<file path="src/rtl/dsp_buf_readout.sv">
// dsp_buf_readout: command-driven burst readout engine. Drains one of NBUF
// read-latency buffers onto a valid/ready stream through a small output FIFO,
// keeping full throughput under backpressure and supporting abort.
module dsp_buf_readout #(
    parameter int NBUF         = 8,
    parameter int DATAWIDTH    = 32,
    parameter int ADDRWIDTH    = 13,
    parameter int READ_LATENCY = 1,
    parameter int FIFO_DEPTH   = 4,
    localparam int SELW        = (NBUF > 1) ? $clog2(NBUF) : 1
) (
    input  logic                      clk,
    input  logic                      reset_n,
    input  logic                      cmd_valid,
    output logic                      cmd_ready,
    input  logic [SELW-1:0]           cmd_sel,
    input  logic [ADDRWIDTH-1:0]      cmd_addr,
    input  logic [ADDRWIDTH:0]        cmd_len,
    input  logic                      abort,
    output logic [ADDRWIDTH-1:0]      buf_read_addr,
    input  logic [NBUF*DATAWIDTH-1:0] buf_read_data,
    output logic                      out_valid,
    input  logic                      out_ready,
    output logic [DATAWIDTH-1:0]      out_data,
    output logic                      out_last,
    output logic                      busy,
    output logic                      done
);

    localparam int PTRW = (FIFO_DEPTH > 1) ? $clog2(FIFO_DEPTH) : 1;
    localparam int CNTW = $clog2(FIFO_DEPTH + 1);
    localparam int FCW  = (READ_LATENCY > 1) ? $clog2(READ_LATENCY) : 1;
    localparam logic [ADDRWIDTH:0] LEN_ONE = {{ADDRWIDTH{1'b0}}, 1'b1};

    // Elaboration-time parameter sanity checks
    if (FIFO_DEPTH < READ_LATENCY + 2) begin : g_chk_depth
        $error("dsp_buf_readout: FIFO_DEPTH must be >= READ_LATENCY+2");
    end
    if (READ_LATENCY < 1 || READ_LATENCY > 4) begin : g_chk_lat
        $error("dsp_buf_readout: READ_LATENCY must be in 1..4");
    end
    if (NBUF < 1) begin : g_chk_nbuf
        $error("dsp_buf_readout: NBUF must be >= 1");
    end

    typedef enum logic [1:0] {
        IDLE,
        ISSUE,
        DRAIN,
        FLUSH
    } state_t;

    state_t                 state_q, state_d;
    logic                   done_q, done_d;
    logic [SELW-1:0]        sel_q;
    logic [ADDRWIDTH-1:0]   addr_q;
    logic [ADDRWIDTH:0]     rem_q;
    logic [READ_LATENCY-1:0] vld_sr, last_sr;
    logic [FCW-1:0]         flush_cnt;

    logic [DATAWIDTH-1:0]   fifo_data [FIFO_DEPTH];
    logic [FIFO_DEPTH-1:0]  fifo_last;
    logic [PTRW-1:0]        wr_ptr, rd_ptr;
    logic [CNTW-1:0]        count;

    logic                   accept, abort_act, issue, push, pop;
    logic [31:0]            inflight, used;
    logic [DATAWIDTH-1:0]   rd_word;

    function automatic logic [PTRW-1:0] ptr_inc(input logic [PTRW-1:0] p);
        return (p == PTRW'(FIFO_DEPTH - 1)) ? '0 : p + 1'b1;
    endfunction

    assign rd_word       = buf_read_data[int'(sel_q) * DATAWIDTH +: DATAWIDTH];
    assign cmd_ready     = (state_q == IDLE);
    assign busy          = (state_q != IDLE);
    assign done          = done_q;
    assign buf_read_addr = addr_q;
    assign out_valid     = (count != '0);
    assign out_data      = out_valid ? fifo_data[rd_ptr] : '0;
    assign out_last      = out_valid & fifo_last[rd_ptr];

    // Handshakes, issue throttling and next-state / done decode
    always_comb begin
        state_d   = state_q;
        done_d    = 1'b0;
        inflight  = '0;
        for (int unsigned i = 0; i < READ_LATENCY; i++) begin
            if (vld_sr[i]) inflight = inflight + 32'd1;
        end
        pop       = out_valid && out_ready;
        accept    = cmd_valid && cmd_ready;
        abort_act = abort && (state_q == ISSUE || state_q == DRAIN);
        // Reads still in flight will land in the FIFO, so they reserve space now
        used      = inflight + 32'(count) - 32'(pop);
        issue     = (state_q == ISSUE) && !abort_act && (used < 32'(FIFO_DEPTH));
        push      = vld_sr[READ_LATENCY-1] && !abort_act &&
                    (state_q == ISSUE || state_q == DRAIN);

        case (state_q)
            IDLE: begin
                if (accept) begin
                    if (cmd_len == '0) done_d  = 1'b1;
                    else               state_d = ISSUE;
                end
            end
            ISSUE: begin
                if (abort_act)                     state_d = FLUSH;
                else if (issue && rem_q == LEN_ONE) state_d = DRAIN;
            end
            DRAIN: begin
                if (abort_act) begin
                    state_d = FLUSH;
                end else if (vld_sr == '0 &&
                             (count == '0 || (count == CNTW'(1) && pop))) begin
                    state_d = IDLE;
                    done_d  = 1'b1;
                end
            end
            FLUSH: begin
                if (flush_cnt == FCW'(READ_LATENCY - 1)) begin
                    state_d = IDLE;
                    done_d  = 1'b1;
                end
            end
            default: state_d = IDLE;
        endcase
    end

    // State register and registered done pulse
    always_ff @(posedge clk or negedge reset_n) begin
        if (!reset_n) begin
            state_q <= IDLE;
            done_q  <= 1'b0;
        end else begin
            state_q <= state_d;
            done_q  <= done_d;
        end
    end

    // Command latch plus address / remaining-count advance on each issue
    always_ff @(posedge clk or negedge reset_n) begin
        if (!reset_n) begin
            sel_q  <= '0;
            addr_q <= '0;
            rem_q  <= '0;
        end else if (accept) begin
            sel_q  <= cmd_sel;
            addr_q <= cmd_addr;
            rem_q  <= cmd_len;
        end else if (issue) begin
            addr_q <= addr_q + 1'b1;
            rem_q  <= rem_q - 1'b1;
        end
    end

    // Return-path tracker: one valid/last bit per outstanding read
    always_ff @(posedge clk or negedge reset_n) begin
        if (!reset_n) begin
            vld_sr  <= '0;
            last_sr <= '0;
        end else begin
            vld_sr[0]  <= issue;
            last_sr[0] <= issue && (rem_q == LEN_ONE);
            for (int unsigned i = 1; i < READ_LATENCY; i++) begin
                vld_sr[i]  <= vld_sr[i-1];
                last_sr[i] <= last_sr[i-1];
            end
        end
    end

    // FLUSH dwell counter: discard returning data for READ_LATENCY cycles
    always_ff @(posedge clk or negedge reset_n) begin
        if (!reset_n)              flush_cnt <= '0;
        else if (state_q != FLUSH) flush_cnt <= '0;
        else                       flush_cnt <= flush_cnt + 1'b1;
    end

    // FIFO pointers and occupancy; abort empties the FIFO at once
    always_ff @(posedge clk or negedge reset_n) begin
        if (!reset_n) begin
            wr_ptr <= '0;
            rd_ptr <= '0;
            count  <= '0;
        end else if (abort_act) begin
            wr_ptr <= '0;
            rd_ptr <= '0;
            count  <= '0;
        end else begin
            if (push) wr_ptr <= ptr_inc(wr_ptr);
            if (pop)  rd_ptr <= ptr_inc(rd_ptr);
            count <= count + CNTW'(push) - CNTW'(pop);
        end
    end

    // FIFO storage write
    always_ff @(posedge clk) begin
        if (push) begin
            fifo_data[wr_ptr] <= rd_word;
            fifo_last[wr_ptr] <= last_sr[READ_LATENCY-1];
        end
    end

endmodule

</file>
<file path="config.mk">
export PLATFORM = sky130hd
export DESIGN_NAME = dsp_buf_readout
export DESIGN_NICKNAME = d
export VERILOG_FILES = /design/src/rtl/dsp_buf_readout.sv
export SDC_FILE = /design/constraint.sdc
export NUM_CORES = 1
export LEC_CHECK = 0
export ABC_AREA = 0
export CAP_MARGIN = 0
export CORE_MARGIN = 2
export CORE_UTILIZATION = 41
export CTS_CLUSTER_DIAMETER = 120
export DETAILED_ROUTE_END_ITERATION = 8
export PLACE_DENSITY = 0.74
export SYNTH_ARGS = -nofsm -noshare
export SYNTH_HDL_FRONTEND = slang
export SYNTH_SLANG_ARGS = --single-unit
</file>
<file path="constraint.sdc">
create_clock -name clk -period 2.93 [get_ports clk]
set_clock_uncertainty 0.05 [all_clocks]
set_input_delay 0.293 -clock clk [delete_from_list [all_inputs] [get_ports clk]]
set_output_delay 0.293 -clock clk [all_outputs]
set_load 0.03 [all_outputs]
</file>
# Word-level counts from Yosys, hierarchy flattened
# Memory sizes are Yosys's and may differ from the RTL's.
# Index checks and enable logic that the tools add are counted.
dict set report word_totals {
  regBits 47
  ram_bits 128
  wordCells 100
  mem_count 1
}
# name words width read_ports rd_clocked_by_memory_dff wr line
set mem_list {}
lappend mem_list {fifo_data 4 32 1 0 1 61} ;# logic [DATAWIDTH-1:0] fifo_data [FIFO_DEPTH];
dict set report op_classes {
  add_sub_neg 9
  magnitude_cmp 4
  eq_ne 13
  shift 1
  muxes 35
  bitwise 2
  reduce_logical 23
}
# op count
set op_table {}
lappend op_table {{$shiftx A256 B9 Y32} 1}
lappend op_table {{$add A32 B3 Y32} 1}
lappend op_table {{$lt A32 B3 Y1 const B} 1}
lappend op_table {{$mux W32} 1}
lappend op_table {{$sub A32 B1 Y32} 1}
lappend op_table {{$mux W14} 2}
lappend op_table {{$mux W13} 2}
lappend op_table {{$mux W2} 13}
lappend op_table {{$eq A14 B1 Y1 const B} 1}
lappend op_table {{$logic_not A14 Y1} 1}
lappend op_table {{$sub A14 B1 Y14 const B} 1}
lappend op_table {{$add A13 B1 Y13 const B} 1}
lappend op_table {{$logic_and A1 B1 Y1} 11}
lappend op_table {{$mux W1} 11}
lappend op_table {{$eq A2 B2 Y1 const B} 4}
lappend op_table {{$pmux W2 S4} 1}
lappend op_table {{$reduce_bool A2 Y1} 4}
lappend op_table {{$lt A2 B3 Y1 const B} 2}
lappend op_table {{$ne A2 B2 Y1 const B} 3}
lappend op_table {{$ne A3 B2 Y1 const B} 2}
lappend op_table {{$reduce_and A5 Y1} 1}
lappend op_table {{$add A2 B1 Y2 const B} 2}
lappend op_table {{$bwmux W4} 1}
lappend op_table {{$add A3 B1 Y3} 1}
lappend op_table {{other kinds (17)} 18}

# Longest topological paths before layout
dict set report logic_depth {
  ltp_word 10
  ltp_mapped 13
  mapped_depth_nobuf 12
}

# Least setup slack after synthesis
# No wires, ideal clock.
dict set report synth_timing {
  path_kind {flip-flop to flip-flop}
  from {reg count[1]}
  to {reg rem_q[11]}
  setup_ps 82
  arrival_time_ps 2774
  required_time_ps 2798
  slack_ps 24
  path_stages_with_launch 14
  synth_period_minus_slack_ps 2906
  cell_sequence {dfrtp_1 > or2_1 > nand2_1 > ha_1 > nand2_1 > nor2_1 > a211oi_1 > ha_1 > nor3b_2 > and4_1 > o21ai_1 > clkbuf_1 > or4_1 > a31oi_1}
}
dict set report synth_via {
  elab_chain_cells 6
  elab_cells_between_ends 7
}
# element line
set synth_lines {}
lappend synth_lines {{start: declaration} 64} ;# logic [CNTW-1:0] count;
lappend synth_lines {{start signal: assignment} 192} ;# count <= count + CNTW'(push) - CNTW'(pop);
lappend synth_lines {{branches (longest 2 deep; another with $add A32 B3 Y32)} --}
lappend synth_lines {{$sub A32 B1 Y32 (*)} 95} ;# used = inflight + 32'(count) - 32'(pop);
lappend synth_lines {{$lt A32 B3 Y1 (*)} 96} ;# issue = (state_q == ISSUE) && !abort_act && (used < 32'(FIFO_DEPTH));
lappend synth_lines {{$logic_and A1 B1 Y1 (*)} 96}
lappend synth_lines {{$reduce_bool A2 Y1 (no line) (*)} --}
lappend synth_lines {{end signal: assignment} 150} ;# rem_q <= cmd_len;
lappend synth_lines {{end signal: assignment} 153} ;# rem_q <= rem_q - 1'b1;
lappend synth_lines {{end: declaration} 57} ;# logic [ADDRWIDTH:0] rem_q;
# Mark *: on every way between the ends.
# A chain may end at the register's enable or synchronous reset.

# Worst setup path in the final report
dict set report layout_timing {
  from {reg count[0]}
  to {reg rem_q[9]}
}
# The elaborated chain is that of the path after synthesis.

==> flow_summary.toml <==
[outcome]
status = "completed"

[min_path]
min_to = "sel_q[0]"
min_path_type = "in2reg"
min_path_cells = 3
hp-start = "cmd_sel[0]"

[clock_tree]
clock_latency_ns = 0.43
root_buffer = "clkbuf_16"
cts_inserted_buffers = 17
cts_buffer_depth = 2
h-tree-depth = 4
cts_tree = "built"
clock-sinks = 175
clk_pin_slew_ns = 0.07

[power]
seqPwrFrac = 0.307
clkPwrFrac = 0.183
power_switching_w = 0.004551
p_per_area_nw_per_um2 = 875.4
comb_power_share = 0.510
swShare = 0.3680
power.internal_w = 0.007816
leakage_nw = 4.854
irDropWorstVdd_uv = 605.8

[die]
dieWidth_um = 155.7
initial_utilization = 0.4169
die_y_um = 155.7
die_area_um2 = 24250
fp-row-count = 55
io_pins = 341
core_area_um2 = 22640

[timing]
max-slew-margin-rel = 0.4992
timing.fmax_ghz = 0.3532
min_period_ns = 2.832
finalSetupViolCount = 0
rsz0062_at_grt = "true"
hold_viol = 0
fin_crit_sh = 0.9664
fin_ws_ns = 0.09837
worst_pin_slew_ns = 0.7511
slew_viol_final = 0

[routing]
ant_nets = 0
drc = 0
wirelength_um = 25520
vias = 6976
drt-initial-drc-count = 402
dr.pass1.iters = 5
avgRoutedWirePerCell_um = 20.08
vias_per_cell = 5.489

[job]
maxCapViolations = 0

[synth]
synth_edf_count = 132
synth_top_cell_by_area = "edfxtp_1"
ys_ff_latch = 175
synth_warnings = 0
yosysTopAreaCellShare = 0.4200
syn_inst = 611
postSynth.asyncResetShare = 0.2457
ys_types = 54
synth_fp_nets = 920
syn_area_per_cell_um2 = 15.45
synth_flop_cell = "edfxtp_1"
synth-seq-area-share = 0.5340
netlist_top_cells_area = "edfxtp_1, mux4_2, dfrtp_1, mux2_2, and2_1"
syn_area_um2 = 9438

[critical_path]
regToRegSetupSlack_ns = 0.1
worstPathArrival_ns = 3.14
critPathRequiredTime_ns = 3.24
end_kind = "flip-flop"
crit_path_start_kind = "flip-flop"
worst_r2r_endpoint = "rem_q[9]"
reg2reg_depth = 13
worstSetupPathType = "reg2reg"
r2r_start = "count[0]"
path_max_fanout = 7

[global_routing]
grt_remaining_overflow = 0
antenna_found_initial = 1
grt_pass1_wl_um = 38780
track_usage = 0.2100
grt_max_degree = 44
first_global_vias = 7373

[place]
pre_cts_ws_ns = -0.4567
dp_hpwl_um = 18860
placed_cells = 1234
port_buffers = 340
gp_congestion = 0.8055

[finish]
syn_to_final_growth_pct = 49.67
drive_gt1_frac = 0.2325
instances_no_fill = 1271
mostFrequentLayoutCell = "clkdlybuf4s50_1"
final_nets = 1281
mostFrequentLayoutCells = "clkdlybuf4s50_1, edfxtp_1, mux4_2"
-- per-layer routing --
layer / share of wire / vias up / wire [um] / global-route usage
li1: - / 3190 / - / -
met1: 0.40 / 3486 / 10220 / 0.2498
met2: 0.52 / 276 / 13240 / 0.3810
met3: 0.067 / 24 / 1718 / 0.04861
met4: 0.013 / 0 / 343 / 0.06029
met5: 0 / - / 0 / 0
-- state kept, by name (all words and copies together), names as in the netlist, 2 cells and up --
signal and count:
wr_ptr 2, buf_read_addr 13, fifo_last 4, count 3
state_q 2, fifo_data 128, rem_q 14, sel_q 3
rd_ptr 2
-- power groups by stage --
stage          Sequential [W]  Clock, W  Combinational (W)
6_report              0.00380   0.00227            0.00630
5_1_grt               0.00386   0.00241            0.00679
4_1_cts               0.00380   0.00231            0.00627
3_5_place_dp          0.00385         0            0.00624
3_3_place_gp          0.00385         0            0.00614
2_1_floorplan         0.00380         0            0.00391
-- worst max-delay path: stages, from the launching register on --
cell	delay [ns]
dfrtp_1	0.39
nor2b_2	0.18
nand2_2	0.09
ha_4	0.27
nand2_4	0.05
nor2_4	0.12
a211oi_2	0.08
ha_1	0.29
nor3b_2	0.15
buf_4	0.16
and4_4	0.23
o21ai_4	0.08
or4_1	0.48
a31oi_1	0.16
-- metrics by stage --
| step | util | cell area [um^2] | hold WS [ns] | total power, W | setup TNS [ns] |
|---|---|---|---|---|---|
| 3_5_place_dp | 0.5923 | 13410 | 0.3551 | 0.01009 | -7.383 |
| 6_report | 0.6239 | 14130 | 0.3384 | 0.01237 | 0 |
| 2_1_floorplan | - | 9438 | -0.05259 | 0.007713 | 0 |
| 5_1_grt | 0.6239 | 14130 | 0.3444 | 0.01306 | -0.1574 |
| 4_1_cts | 0.6193 | 14020 | 0.3315 | 0.01238 | 0 |
| 3_3_place_gp | 0.5923 | 13410 | 0.3492 | 0.009995 | -4.994 |
-- logic make-up (layout without fill, tap and decap cells) --
| family | after synthesis | count (layout) | share of synthesized area |
|---|---|---|---|
| other | 0 | 1 | 0 |
| flip-flops | 175 | 175 | 0.5340 |
| XOR/XNOR | 10 | 10 | 0.009281 |
| buffers and inverters | 51 | 425 | 0.02028 |
| adder cells (fa/ha/maj) | 18 | 18 | 0.02466 |
| multiplexers | 132 | 132 | 0.2728 |
| AO/OA/AOI/OAI | 71 | 71 | 0.05038 |
| AND/OR/NAND/NOR | 154 | 154 | 0.08856 |
-- repair_timing --
| item | in CTS | in global routing |
|---|---|---|
| hold buffers | 1 | 0 |
| endpoints found under the setup margin | 3 | 22 |
| setup buffers | 0 | 3 |
| pin swaps | 0 | 8 |
| resized for setup | 1 | 15 |
| endpoints found under the hold margin | 30 | 0 |
-- worst max-delay path by stage --
stage / startpoint / to / slack, ns / depth (start not counted)
floorplan: count[1] / rem_q[11] / 0.02 / 13
global placement: out_ready / rem_q[9] / -0.36 / 14
detailed placement: out_ready / rem_q[9] / -0.46 / 14
CTS: count[1] / rem_q[9] / 0.06 / 13
global route: count[1] / rem_q[9] / -0.06 / 13
finish: count[0] / rem_q[9] / 0.1 / 13
-- cell type report --
class	instances	area, um^2
clock inverter	15	173.9
timing repair buffer	380	3780
antenna	1	2.502
clock buffer	17	425.4
tap	285	356.6
fill	1716	8514
sequential	175	5049
multi-input combinational	385	4290
inverter	13	48.80
-- cells in the mapped netlist, drive strengths merged, types with 2 or more instances --
library cell and instances:
a211oi 4, a21o 4, a21oi 5, a31oi 18, and2 41, and4 2, buf 10, clkbuf 28
dfrtp 43, edfxtp 132, ha 17, inv 13, mux2 32, mux2i 3, mux4 97, nand2 30
nand3 7, nand4 3, nor2 33, nor2b 3, nor3 3, nor3b 3, nor4 3, o2111ai 2
o211ai 3, o21a 3, o21ai 20, o31ai 5, or3 14, or4 7, xnor2 7, xor2 3
(Power assumes the default switching activity.)
